`src/rtl/hazard_pkg.sv`:
```
// rtl/hazard_pkg.sv - shared types and constants for the pipeline hazard controller
//
// Purpose : FSM state encoding, execute-stage forward-select codes and the
//           default register-address width used by hazard_controller and
//           forward_unit.
// Ports   : none (package).

package hazard_pkg;

  localparam int REG_W_DEF = 6;

  localparam logic [1:0] FWD_RF  = 2'b00;
  localparam logic [1:0] FWD_WB  = 2'b01;
  localparam logic [1:0] FWD_MEM = 2'b10;

  typedef enum logic [1:0] {
    RUN      = 2'd0,
    MEM_WAIT = 2'd1,
    ERROR    = 2'd2
  } state_t;

endpackage

```
`src/rtl/forward_unit.sv`:
```
// rtl/forward_unit.sv - combinational operand-forwarding selection
//
// Purpose : Compares E- and D-stage source registers against the M and W
//           destinations and selects the bypass path. Register 0 is never
//           forwarded since it is hardwired to zero.
// Ports   : RsD, RtD         decode source registers
//           RsE, RtE         execute source registers
//           WriteRegM/W      memory / writeback destination registers
//           RegWriteM/W      memory / writeback write enables
//           ForwardAE/BE     execute operand select (FWD_RF/FWD_WB/FWD_MEM)
//           ForwardAD/BD     decode comparator forward from M

module forward_unit
  import hazard_pkg::*;
#(
  parameter int REG_W = REG_W_DEF
) (
  input  logic [REG_W-1:0] RsD,
  input  logic [REG_W-1:0] RtD,
  input  logic [REG_W-1:0] RsE,
  input  logic [REG_W-1:0] RtE,
  input  logic [REG_W-1:0] WriteRegM,
  input  logic             RegWriteM,
  input  logic [REG_W-1:0] WriteRegW,
  input  logic             RegWriteW,
  output logic [1:0]       ForwardAE,
  output logic [1:0]       ForwardBE,
  output logic             ForwardAD,
  output logic             ForwardBD
);

  logic w_m_valid;
  logic w_w_valid;

  assign w_m_valid = RegWriteM && (WriteRegM != '0);
  assign w_w_valid = RegWriteW && (WriteRegW != '0);

  // M is the younger producer, so it wins over W.
  assign ForwardAE = (w_m_valid && (WriteRegM == RsE)) ? FWD_MEM :
                     (w_w_valid && (WriteRegW == RsE)) ? FWD_WB  : FWD_RF;
  assign ForwardBE = (w_m_valid && (WriteRegM == RtE)) ? FWD_MEM :
                     (w_w_valid && (WriteRegW == RtE)) ? FWD_WB  : FWD_RF;

  assign ForwardAD = w_m_valid && (WriteRegM == RsD);
  assign ForwardBD = w_m_valid && (WriteRegM == RtD);

endmodule

```
`src/rtl/hazard_controller.sv`:
```
// rtl/hazard_controller.sv - stall/flush/forward control with memory-wait sequencing
//
// Purpose : Produces stall, flush and forwarding controls for the five-stage
//           pipeline, freezes the pipeline during multi-cycle data-memory
//           accesses and latches a sticky timeout error.
//           Optional macro HAZARD_STATS_EN adds saturating stall/flush counters.
// Ports   : clk, rst                       clock, synchronous active-high reset
//           RsD, RtD, BranchD, JumpD, PCSrcD decode-stage sources and control
//           RsE, RtE, WriteRegE, RegWriteE, MemtoRegE  execute-stage fields
//           WriteRegM, RegWriteM, MemtoRegM, MemReqM, MemReadyM  memory stage
//           WriteRegW, RegWriteW           writeback destination and enable
//           StallF/D/E/M, FlushD/E/W       pipeline register controls
//           ForwardAE/BE/AD/BD             forwarding selects
//           MemTimeout                     sticky memory-timeout error
//           StallCount, FlushCount         event counters (0 without stats)

module hazard_controller
  import hazard_pkg::*;
#(
  parameter int REG_W       = REG_W_DEF,
  parameter int MEM_TIMEOUT = 255          // must be >= 1
) (
  input  logic             clk,
  input  logic             rst,
  input  logic [REG_W-1:0] RsD,
  input  logic [REG_W-1:0] RtD,
  input  logic             BranchD,
  input  logic             JumpD,
  input  logic             PCSrcD,
  input  logic [REG_W-1:0] RsE,
  input  logic [REG_W-1:0] RtE,
  input  logic [REG_W-1:0] WriteRegE,
  input  logic             RegWriteE,
  input  logic             MemtoRegE,
  input  logic [REG_W-1:0] WriteRegM,
  input  logic             RegWriteM,
  input  logic             MemtoRegM,
  input  logic             MemReqM,
  input  logic             MemReadyM,
  input  logic [REG_W-1:0] WriteRegW,
  input  logic             RegWriteW,
  output logic             StallF,
  output logic             StallD,
  output logic             StallE,
  output logic             StallM,
  output logic             FlushD,
  output logic             FlushE,
  output logic             FlushW,
  output logic [1:0]       ForwardAE,
  output logic [1:0]       ForwardBE,
  output logic             ForwardAD,
  output logic             ForwardBD,
  output logic             MemTimeout,
  output logic [31:0]      StallCount,
  output logic [31:0]      FlushCount
);

  localparam int CNT_W = $clog2(MEM_TIMEOUT + 1);
  localparam logic [CNT_W-1:0] TIMEOUT_VAL = CNT_W'(MEM_TIMEOUT);

  state_t           r_state;
  state_t           w_state_nxt;
  logic [CNT_W-1:0] r_wait_cnt;
  logic             r_timeout;

  logic       w_lwstall;
  logic       w_brstall;
  logic       w_freeze;
  logic       w_eval;
  logic [1:0] w_fwd_ae;
  logic [1:0] w_fwd_be;
  logic       w_fwd_ad;
  logic       w_fwd_bd;

  forward_unit #(.REG_W(REG_W)) u_forward_unit (
    .RsD       (RsD),
    .RtD       (RtD),
    .RsE       (RsE),
    .RtE       (RtE),
    .WriteRegM (WriteRegM),
    .RegWriteM (RegWriteM),
    .WriteRegW (WriteRegW),
    .RegWriteW (RegWriteW),
    .ForwardAE (w_fwd_ae),
    .ForwardBE (w_fwd_be),
    .ForwardAD (w_fwd_ad),
    .ForwardBD (w_fwd_bd)
  );

  assign ForwardAE = rst ? FWD_RF : w_fwd_ae;
  assign ForwardBE = rst ? FWD_RF : w_fwd_be;
  assign ForwardAD = rst ? 1'b0   : w_fwd_ad;
  assign ForwardBD = rst ? 1'b0   : w_fwd_bd;

  assign w_lwstall = MemtoRegE && ((RtE == RsD) || (RtE == RtD));
  assign w_brstall = BranchD &&
                     ((RegWriteE && ((WriteRegE == RsD) || (WriteRegE == RtD))) ||
                      (MemtoRegM && ((WriteRegM == RsD) || (WriteRegM == RtD))));

  always_comb begin
    w_state_nxt = r_state;
    w_freeze    = 1'b0;
    w_eval      = 1'b0;
    StallF      = 1'b0;
    StallD      = 1'b0;
    StallE      = 1'b0;
    StallM      = 1'b0;
    FlushD      = 1'b0;
    FlushE      = 1'b0;
    FlushW      = 1'b0;

    if (rst) begin
      FlushD = 1'b1;
      FlushE = 1'b1;
      FlushW = 1'b1;
    end else begin
      case (r_state)
        RUN: begin
          // Freeze starts in the same cycle the slow access is seen.
          if (MemReqM && !MemReadyM) begin
            w_freeze    = 1'b1;
            w_state_nxt = MEM_WAIT;
          end else begin
            w_eval = 1'b1;
          end
        end
        MEM_WAIT: begin
          // Ready wins over a coincident timeout: the access completed.
          if (MemReadyM) begin
            w_eval      = 1'b1;
            w_state_nxt = RUN;
          end else begin
            w_freeze = 1'b1;
            if (r_wait_cnt == TIMEOUT_VAL) begin
              w_state_nxt = ERROR;
            end
          end
        end
        ERROR: begin
          w_freeze = 1'b1;
        end
        default: begin
          w_state_nxt = RUN;
        end
      endcase

      if (w_freeze) begin
        StallF = 1'b1;
        StallD = 1'b1;
        StallE = 1'b1;
        StallM = 1'b1;
        FlushW = 1'b1;
      end else if (w_eval) begin
        // A stall suppresses a taken-branch flush; the branch is re-seen next cycle.
        if (w_lwstall || w_brstall) begin
          StallF = 1'b1;
          StallD = 1'b1;
          FlushE = 1'b1;
        end else if (PCSrcD || JumpD) begin
          FlushD = 1'b1;
        end
      end
    end
  end

  always_ff @(posedge clk) begin
    if (rst) begin
      r_state    <= RUN;
      r_wait_cnt <= '0;
      r_timeout  <= 1'b0;
    end else begin
      r_state <= w_state_nxt;
      if ((r_state == MEM_WAIT) && (w_state_nxt == MEM_WAIT)) begin
        r_wait_cnt <= r_wait_cnt + CNT_W'(1);
      end else begin
        r_wait_cnt <= '0;
      end
      if (w_state_nxt == ERROR) begin
        r_timeout <= 1'b1;
      end
    end
  end

  assign MemTimeout = r_timeout && !rst;

`ifdef HAZARD_STATS_EN
  logic [31:0] r_stall_cnt;
  logic [31:0] r_flush_cnt;

  always_ff @(posedge clk) begin
    if (rst) begin
      r_stall_cnt <= '0;
      r_flush_cnt <= '0;
    end else begin
      if (StallF && (r_stall_cnt != 32'hFFFF_FFFF)) begin
        r_stall_cnt <= r_stall_cnt + 32'd1;
      end
      if ((FlushD || FlushE) && (r_flush_cnt != 32'hFFFF_FFFF)) begin
        r_flush_cnt <= r_flush_cnt + 32'd1;
      end
    end
  end

  assign StallCount = r_stall_cnt;
  assign FlushCount = r_flush_cnt;
`else
  assign StallCount = '0;
  assign FlushCount = '0;
`endif

endmodule

```
`config.mk`:
```
export PLATFORM = sky130hd
export DESIGN_NAME = hazard_controller
export DESIGN_NICKNAME = d
export VERILOG_FILES = /design/src/rtl/hazard_pkg.sv /design/src/rtl/forward_unit.sv /design/src/rtl/hazard_controller.sv
export SDC_FILE = /design/constraint.sdc
export NUM_CORES = 1
export LEC_CHECK = 0
export BUFFER_PORTS_ARGS = -buffer_cell sky130_fd_sc_hd__buf_4
export CAP_MARGIN = 20
export CORE_UTILIZATION = 46
export CTS_CLUSTER_DIAMETER = 60
export DETAILED_ROUTE_END_ITERATION = 6
export HOLD_SLACK_MARGIN = 0.15
export PLACE_DENSITY = 0.87
export SYNTH_ARGS = -nofsm -noshare
export SYNTH_HDL_FRONTEND = slang
export SYNTH_HIERARCHICAL = 1
export SYNTH_SLANG_ARGS = --single-unit
```
`constraint.sdc`:
```
create_clock -name clk -period 2.3 [get_ports clk]
set_input_delay 0 -clock clk [delete_from_list [all_inputs] [get_ports clk]]
set_output_delay 0 -clock clk [all_outputs]
set_load 0.01 [all_outputs]
```
==> metrics.csv, run 1 <==
metric;value;unit
status;finished clean;
max_freq;531.5;MHz
ys_warn_count;6;
synth_top_family_by_area;XOR/XNOR gates;
diodes;0;
setup_viol;0;
whs;380.6;ps
synthSimpleGateAreaFrac;0.1932;
grt_max_degree;15;
pwr-share-comb;0.476;
startpoint_type;register;
grt_overflow_total;0;
via_per_inst;4.532;
drt_wl_total;4185;um
p_seq_frac;0.264;
postLayoutCoreUtil;0.5732;
path_max_fanout;4;
synth.area.mux_share;0;
power_density;313.5;nW/um^2
design_area;2342;um^2
r2r_cells;7;
num_rows;23;
p_sw_frac;0.3562;
syn-cell-area;1994;um^2
p_leak;1.011;nW
netlist_instances;246;
p_sw;0.2615;mW
vias;1636;
hpwl;3632;um
gp_congestion;0.8400;
period_share;0.8180;
drv_cap;0;
crit_path_end_kind;register;
critPathKind;register to register;
htreeDepth;1;
hp-start;BranchD;
clkSinkCount;11;
num-nets-final;367;
clk_pin_slew_worst_paths;50;ps
regToRegSetupSlack;420;ps
holdCritPathClass;input port to output port;
max-vdd-ir-drop;122.5;uV
cts_root_buf;clkbuf_8;
dieWidth;67.85;um
fin_crit;1881;ps
synth-compound-area-share;0.06211;
r2r-end;r_state[1];
crit_required;2480;ps
ys_seq_area_frac;0.1104;
whs_path_depth;4;
grt_usage;0.1885;
drc;0;
rsz0062_at_grt;false;
wire_per_inst;11.59;um
portBuffers;67;
ant_nets;0;
r2r-start;r_wait_cnt[0];
cts_buffers;3;
placed_area;2257;um^2
pin_count;132;
grt_pass1_wl;6603;um
dr.pass1.iters;4;
post_cts_buffers;0;
finalSetupTns;0;ps
grt_antenna_before_repair;0;
layout_commonest_cell;buf_4;
finClkSkew;0.6627;ps
hold_path_end;FlushE;
drtIter0Drc;46;
mostFrequentLayoutCells;buf_4 (67), conb_1 (64), xnor2_1 (47);
synth_xor_area_frac;0.3501;
clk_latency;240;ps
arrival;2060;ps
start_util;0.4881;
clockBufferDepth;2;
final_max_slew_viol_count;0;
yosys.area_share.adder;0.006274;
yosys_register_bits;11;
grt_pass1_vias;1484;
ys_types;36;
cts_tree;yes;
fp.dieArea;4603;um^2
areaGrowthSynthToFinish;17.44;%
drive_gt1_frac;0.2669;
dieHeight;67.85;um
finalHoldViolCount;0;
syn-mean-instance-area;8.107;um^2
internal_power;0.4727;mW
core-area;4086;um^2
pwr-share-clk;0.260;
[kinds of logic after synthesis]
kind of cell	Yosys count
other	1
buffers and inverters	76
adder cells (fa/ha/maj)	1
AO/OA/AOI/OAI	16
AND/OR/NAND/NOR	63
XOR/XNOR	78
flip-flops	11
[layout make-up]
type                       instances  area, um^2
timing repair buffer              71       543.0
clock buffer                       4       45.04
inverter                           3       11.26
fill                             392        1744
multi-input combinational        222        1460
tap                               50       62.56
sequential                        11       220.2
[power groups by stage]
stage | registers, mW | logic (mW) | clock network [mW]
CTS | 0.194 | 0.348 | 0.199
floorplan | 0.197 | 0.283 | 0
global route | 0.194 | 0.382 | 0.206
global placement | 0.197 | 0.336 | 0
finish | 0.194 | 0.349 | 0.191
detailed placement | 0.198 | 0.342 | 0
[synth_stat cells]
| cell | instances | area share |
|---|---|---|
| nand4_1 | 10 | 0.031 |
| nand3b_1 | 1 | 0.0038 |
| clkbuf_2 | 1 | 0.0025 |
| a21o_1 | 1 | 0.0038 |
| clkbuf_1 | 3 | 0.0056 |
| xor2_2 | 2 | 0.016 |
| o31ai_1 | 2 | 0.0075 |
| nor3_2 | 2 | 0.010 |
| nor3_1 | 2 | 0.0050 |
| a21oi_1 | 3 | 0.0075 |
| dfxtp_1 | 11 | 0.11 |
| nor2_1 | 14 | 0.026 |
| nand2_1 | 2 | 0.0038 |
| conb_1 | 1 | 0.0019 |
| and3_1 | 1 | 0.0031 |
| o31ai_4 | 1 | 0.011 |
| or4_1 | 1 | 0.0038 |
| and2_1 | 1 | 0.0031 |
| buf_4 | 66 | 0.25 |
| or4_4 | 1 | 0.0056 |
| o41ai_2 | 1 | 0.0082 |
| inv_1 | 3 | 0.0056 |
| a31oi_1 | 2 | 0.0063 |
| ha_1 | 1 | 0.0063 |
| buf_6 | 2 | 0.011 |
| nor4_2 | 5 | 0.031 |
| nor2b_1 | 6 | 0.019 |
| o21ai_0 | 4 | 0.010 |
| nor4_1 | 6 | 0.019 |
| xor2_1 | 29 | 0.13 |
| o21ba_2 | 1 | 0.0050 |
| nand2b_1 | 1 | 0.0031 |
| buf_2 | 1 | 0.0025 |
| o22ai_1 | 1 | 0.0031 |
| nand3_1 | 10 | 0.025 |
| xnor2_1 | 47 | 0.21 |
[how the worst max path moves through the flow]
stage	start	to	slack, ps	cells past startpoint
floorplan	r_state[0]	StallF	840	6
global placement	WriteRegM[0]	ForwardAE[0]	790	7
detailed placement	WriteRegM[0]	ForwardAE[0]	760	7
CTS	r_wait_cnt[0]	r_state[1]	450	7
global route	r_wait_cnt[0]	r_state[1]	280	7
finish	r_wait_cnt[0]	r_state[1]	420	7
[critical path: stages (launching register included)]
cell	delay, ps
dfxtp_1	360
ha_1	220
nand2_1	60
nor2_1	140
and3_1	210
nand3_1	100
a21oi_1	160
dlygate4sd3_1	570
[sequential cells by signal, summed over array words and instances (netlist names)]
name / flops
r_state: 2
r_timeout: 1
r_wait_cnt: 8
[through the flow]
stage,power (mW),setup WS [ps],cells
after CTS,0.7399,452.8,361
after global routing,0.7819,279.6,361
after global placement,0.5336,791.4,353
final,0.7342,418.7,361
after detailed placement,0.5400,756.3,353
after floorplan,0.4807,843.9,309
[layer usage]
| layer | vias to the layer above | GRT usage | part of all wire |
|---|---|---|---|
| li1 | 815 | - | - |
| met1 | 723 | 0.2164 | 0.39 |
| met5 | - | 0 | 0 |
| met4 | 0 | 0.06250 | 0.015 |
| met3 | 7 | 0.02167 | 0.075 |
| met2 | 91 | 0.3564 | 0.52 |
[what timing repair did]
item / in CTS / in global routing
gates resized for setup: 0 / 0
endpoints found under the hold margin: 3 / 0
hold buffers: 4 / 0
setup endpoints to repair: 0 / 0
No activity file was read; power rests on OpenSTA's default activity.
==> run 2, diff against run 1 <==
CORE_UTILIZATION = 39   (was 46)
PLACE_DENSITY = 0.78   (was 0.87)
clock period = 1.7 ns   (was 2.3 ns; I/O delays follow)
==> metrics.csv, run 2 (synthesis results as in run 1) <==
metric;value;unit;change
diodes;0;;unchanged
drt_wl_total;4273;um;+2.1%
p_sw;0.3486;mW;+33%
p_sw_frac;0.3527;;-0.003452
period_share;0.9202;;
dieHeight;73.51;um;+8.3%
grt_antenna_before_repair;0;;unchanged
largest_reg_flops;8;;unchanged
placed_area;2278;um^2;+0.94%
vias;1641;;+0.31%
dr.pass1.iters;4;;unchanged
crit_top_cell;buf_4;;
grt_usage;0.1640;;-0.02448
crit_buf_inv;3;;+2
drc;0;;unchanged
clockBufferDepth;2;;unchanged
drtIter0Drc;26;;-43%
cts_buffers;3;;unchanged
wire_per_inst;11.33;um;-2.2%
pwr-share-clk;0.257;;-0.003
reg.largest.list;r_wait_cnt (8), r_state (2), r_timeout (1);;
grt_pass1_wl;6893;um;+4.4%
whs;389.4;ps;+8.773 ps
regMostFlops;r_wait_cnt;;
portBuffers;67;;unchanged
critPathKind;input port to output port;;
finalSetupTns;0;ps;unchanged
crit_required;1700;ps;-780 ps
p_leak;1.003;nW;-0.77%
layout_commonest_cell;buf_4;;
gp_congestion;0.8546;;+1.7%
power;0.9882;mW;+35%
drv_cap;0;;unchanged
pin_count;132;;unchanged
fp.dieArea;5404;um^2;+17%
setup_viol;0;;unchanged
start_util;0.4140;;-0.07403
postLayoutCoreUtil;0.4901;;-0.08305
max-vdd-ir-drop;203.3;uV;+66%
cpMaxStageDelayCell;dlygate4sd3_1;;
core-area;4817;um^2;+18%
cts_root_buf;clkbuf_8;;
crit_chain;dlygate4sd3_1, buf_4, o21ba_2, nor2_2, nor3_2, a31oi_1, o21ai_0, buf_4;;
internal_power;0.6396;mW;+35%
multi_input_area;1468;um^2;+0.51%
via_per_inst;4.353;;-4.0%
post_cts_buffers;0;;unchanged
areaGrowthSynthToFinish;18.38;%;
rsz0062_at_grt;false;;
ant_nets;0;;unchanged
critPathTopFamily;buffers and inverters;;
max_freq;639.2;MHz;
fillers;501;;+28%
clkSinkCount;11;;unchanged
pwr-share-comb;0.477;;about the same
dp_cells;370;;+4.8%
grt_pass1_vias;1573;;+6.0%
slowest_delay;540;ps;-30 ps
finClkSkew;3.180;ps;+2.518 ps
num-nets-final;366;;-0.27%
power_density;418.6;nW/um^2;+34%
hpwl;3657;um;+0.68%
mostFrequentLayoutCells;buf_4 (67), conb_1 (64), xnor2_1 (47);;
p_seq_frac;0.265;;about the same
num_rows;25;;+8.7%
dieWidth;73.51;um;+8.3%
htreeDepth;1;;unchanged
holdCritPathClass;input port to output port;;
instances_no_fill;377;;+4.4%
grt_overflow_total;0;;unchanged
arrival;1560;ps;-500 ps
fin_crit;1564;ps;
clk_latency;230;ps;about the same
path_max_fanout;6;;+2
cts_tree;yes;;
status;finished clean;;
finalHoldViolCount;0;;unchanged
post-place-ws;173.3;ps;-583.0 ps
crit_path_end_kind;output port;;
register_area;220.2;um^2;unchanged
startpoint_type;input port;;
grt_max_degree;15;;unchanged
drive_gt1_frac;0.2742;;+0.007313
design_area;2361;um^2;+0.80%
fin_ws;135.6;ps;-283.0 ps
final_max_slew_viol_count;0;;unchanged
[run 2: cell types whose count changed in the layout (fill, tap and decap cells not counted), sizes merged]
cell	delta
dlygate4sd3	-1
[run 2: final timing paths]
path	start	cells after the start	endpoint	slack [ps]
max	MemReadyM	8	StallF	140
min reg2reg	r_wait_cnt[0]	1	r_wait_cnt[0]	460
max reg2reg	r_wait_cnt[0]	6	r_wait_cnt[4]	210
min	BranchD	4	FlushE	390
[run 2: layout make-up]
class	instances	share of cell area
clock buffers	4	0.01908
well taps	67	0.03551
inverters	3	0.004769
repair buffers	70	0.2258
flip-flops and latches	11	0.09327
multi-input cells	222	0.6216
[run 2: timing repair]
| item | CTS | global route |
|---|---|---|
| resized for setup | 0 | 2 |
| endpoints found under the hold margin | 3 | 0 |
| hold buffers | 3 | 0 |
| setup endpoints to repair | 0 | 2 |
[run 2: tightest hold or removal path, stage by stage]
cell,delay (ps)
buf_4,120
o41ai_2,70
o31ai_1,60
buf_4,130
[run 2: power by group through the flow]
stage	sequential, mW	clock [mW]	combinational, mW
2_1_floorplan	0.267	0	0.384
3_3_place_gp	0.267	0	0.455
3_5_place_dp	0.267	0	0.462
4_1_cts	0.262	0.265	0.469
5_1_grt	0.262	0.281	0.517
6_report	0.262	0.254	0.472
[run 2: metal layers]
metal	vias up	track usage	part of all wire
li1	812	-	-
met5	-	0	0
met2	91	0.3038	0.50
met3	7	0.01235	0.058
met4	0	0.05556	0.017
met1	731	0.1975	0.42
==> run 3, diff against run 2 <==
CORE_UTILIZATION = 40   (was 39)
CTS_BUF_LIST = sky130_fd_sc_hd__clkbuf_8   (was default)
PLACE_DENSITY = 0.8   (was 0.78)
==> metrics.csv, run 3 (synthesis results as in run 1) <==
metric;value;unit;change
postLayoutCoreUtil;0.4976;;+0.007502
drt_wl_total;4374;um;+2.4%
drtIter0Drc;31;;+19%
r2r_cells;6;;unchanged
finClkSkew;2.751;ps;-0.4293 ps
power_density;417.4;nW/um^2;-0.27%
cts_tree;yes;;
drc;0;;unchanged
fp.dieArea;5272;um^2;-2.4%
reg.largest.list;r_wait_cnt (8), r_state (2), r_timeout (1);;
grt_antenna_before_repair;0;;unchanged
largest_reg_flops;8;;unchanged
final_max_slew_viol_count;0;;unchanged
pwr-share-clk;0.254;;-0.003
areaGrowthSynthToFinish;18.63;%;
p_leak;1.011;nW;+0.79%
clockBufferDepth;2;;unchanged
finalSetupTns;0;ps;unchanged
grt_pass1_vias;1458;;-7.3%
p_sw;0.3534;mW;+1.4%
path_max_fanout;6;;unchanged
drv_cap;0;;unchanged
dr.pass1.iters;4;;unchanged
rsz0062_at_grt;false;;
dieWidth;72.61;um;-1.2%
grt_usage;0.1613;;-0.002757
core-area;4755;um^2;-1.3%
cts_root_buf;clkbuf_8;;
hpwl;3752;um;+2.6%
placed_area;2278;um^2;unchanged
crit_top_cell;buf_4;;
clkSinkCount;11;;unchanged
whs_path_depth;4;;unchanged
num_rows;25;;unchanged
crit_path_end_kind;output port;;
max-vdd-ir-drop;160.9;uV;-21%
critPathKind;input port to output port;;
crit_start;MemReadyM;;
start_util;0.4195;;+0.005448
mostFrequentLayoutCells;buf_4 (67), conb_1 (64), xnor2_1 (47);;
internal_power;0.6343;mW;-0.84%
setup_viol;0;;unchanged
clk_latency;240;ps;about the same
crit_required;1700;ps;about the same
via_per_inst;4.387;;+0.79%
fillers;485;;-3.2%
design_area;2366;um^2;+0.21%
cpMaxStageDelayCell;dlygate4sd3_1;;
crit_chain;dlygate4sd3_1, buf_4, o21ba_2, nor2_4, nor3_2, a31oi_1, o21ai_0, buf_4;;
num-nets-final;366;;unchanged
holdCritPathClass;input port to output port;;
startpoint_type;input port;;
layout_commonest_cell;buf_4;;
wire_per_inst;11.60;um;+2.4%
regMostFlops;r_wait_cnt;;
cts_buffers;3;;unchanged
diodes;0;;unchanged
grt_overflow_total;0;;unchanged
portBuffers;67;;unchanged
finalHoldViolCount;0;;unchanged
pin_count;132;;unchanged
period_share;0.9151;;-0.005179
vias;1654;;+0.79%
p_sw_frac;0.3578;;+0.005079
dieHeight;72.61;um;-1.2%
hp-start;BranchD;;
htreeDepth;1;;unchanged
r2r-start;r_wait_cnt[0];;
status;finished clean;;
pwr-share-comb;0.480;;+0.003
grt_max_degree;15;;unchanged
p_seq_frac;0.266;;about the same
max_freq;642.8;MHz;+0.57%
gp_congestion;0.8677;;+1.5%
slowest_delay;540;ps;about the same
arrival;1560;ps;about the same
grt_pass1_wl;6762;um;-1.9%
drive_gt1_frac;0.2742;;unchanged
fin_crit;1556;ps;-8.805 ps
ant_nets;0;;unchanged
==> run 3: cell count changes in the layout (fill, tap and decap cells not counted), sizes merged <==
cell	delta
inv	+1
clkbuf	-1
==> run 3: final timing paths <==
kind / end / slack [ps]
worst max-delay path: StallD / 140
worst min-delay path: FlushE / 390
worst min register to register: r_wait_cnt[0] / 460
worst max register to register: r_wait_cnt[6] / 210
==> run 3: worst max-delay path: cells and delay by family <==
family / cells / cell delay (ps)
compound gates: 3 / 430
buf+inv: 3 / 840
simple gates: 2 / 270
==> run 3: repair_timing <==
| action | CTS | global route |
|---|---|---|
| hold endpoints to repair | 3 | 0 |
| setup buffers | 0 | 0 |
| gates resized for setup | 0 | 3 |
| hold buffers | 3 | 0 |
| setup endpoints to repair | 0 | 3 |
==> run 3: metrics by stage <==
stage	power, mW	instances	worst slack (ps)	hold slack (ps)
2_1_floorplan	0.6503	309	243.9	46.41
3_3_place_gp	0.7204	370	196.7	283.5
3_5_place_dp	0.7315	370	166.9	291.6
4_1_cts	0.9895	377	19.36	400.0
5_1_grt	1.043	377	32.39	417.4
6_report	0.9877	377	144.4	388.4
==> run 3: routing by layer <==
metal | up-vias | wire, um | GRT usage | share of wire
met4 | 0 | 53 | 0.04793 | 0.012
li1 | 810 | - | - | -
met3 | 7 | 256 | 0.01381 | 0.059
met5 | - | 0 | 0 | 0
met1 | 739 | 1817 | 0.1975 | 0.42
met2 | 98 | 2246 | 0.2980 | 0.51
==> run 3: cell type report <==
class,instances,area [um^2],area share
clock buffer,3,41.29,0.01745
inverter,3,11.26,0.004759
multi-input combinational,222,1473,0.6224
sequential,11,220.2,0.09307
tap,67,83.83,0.03543
clock inverter,1,3.754,0.001586
timing repair buffer,70,533.0,0.2253
==> run 3: power by group through the flow <==
stage | clock network [mW] | registers, mW | logic [mW]
finish | 0.251 | 0.263 | 0.474
global route | 0.264 | 0.262 | 0.516
CTS | 0.256 | 0.262 | 0.471
detailed placement | 0 | 0.267 | 0.464
global placement | 0 | 0.267 | 0.453
floorplan | 0 | 0.267 | 0.384
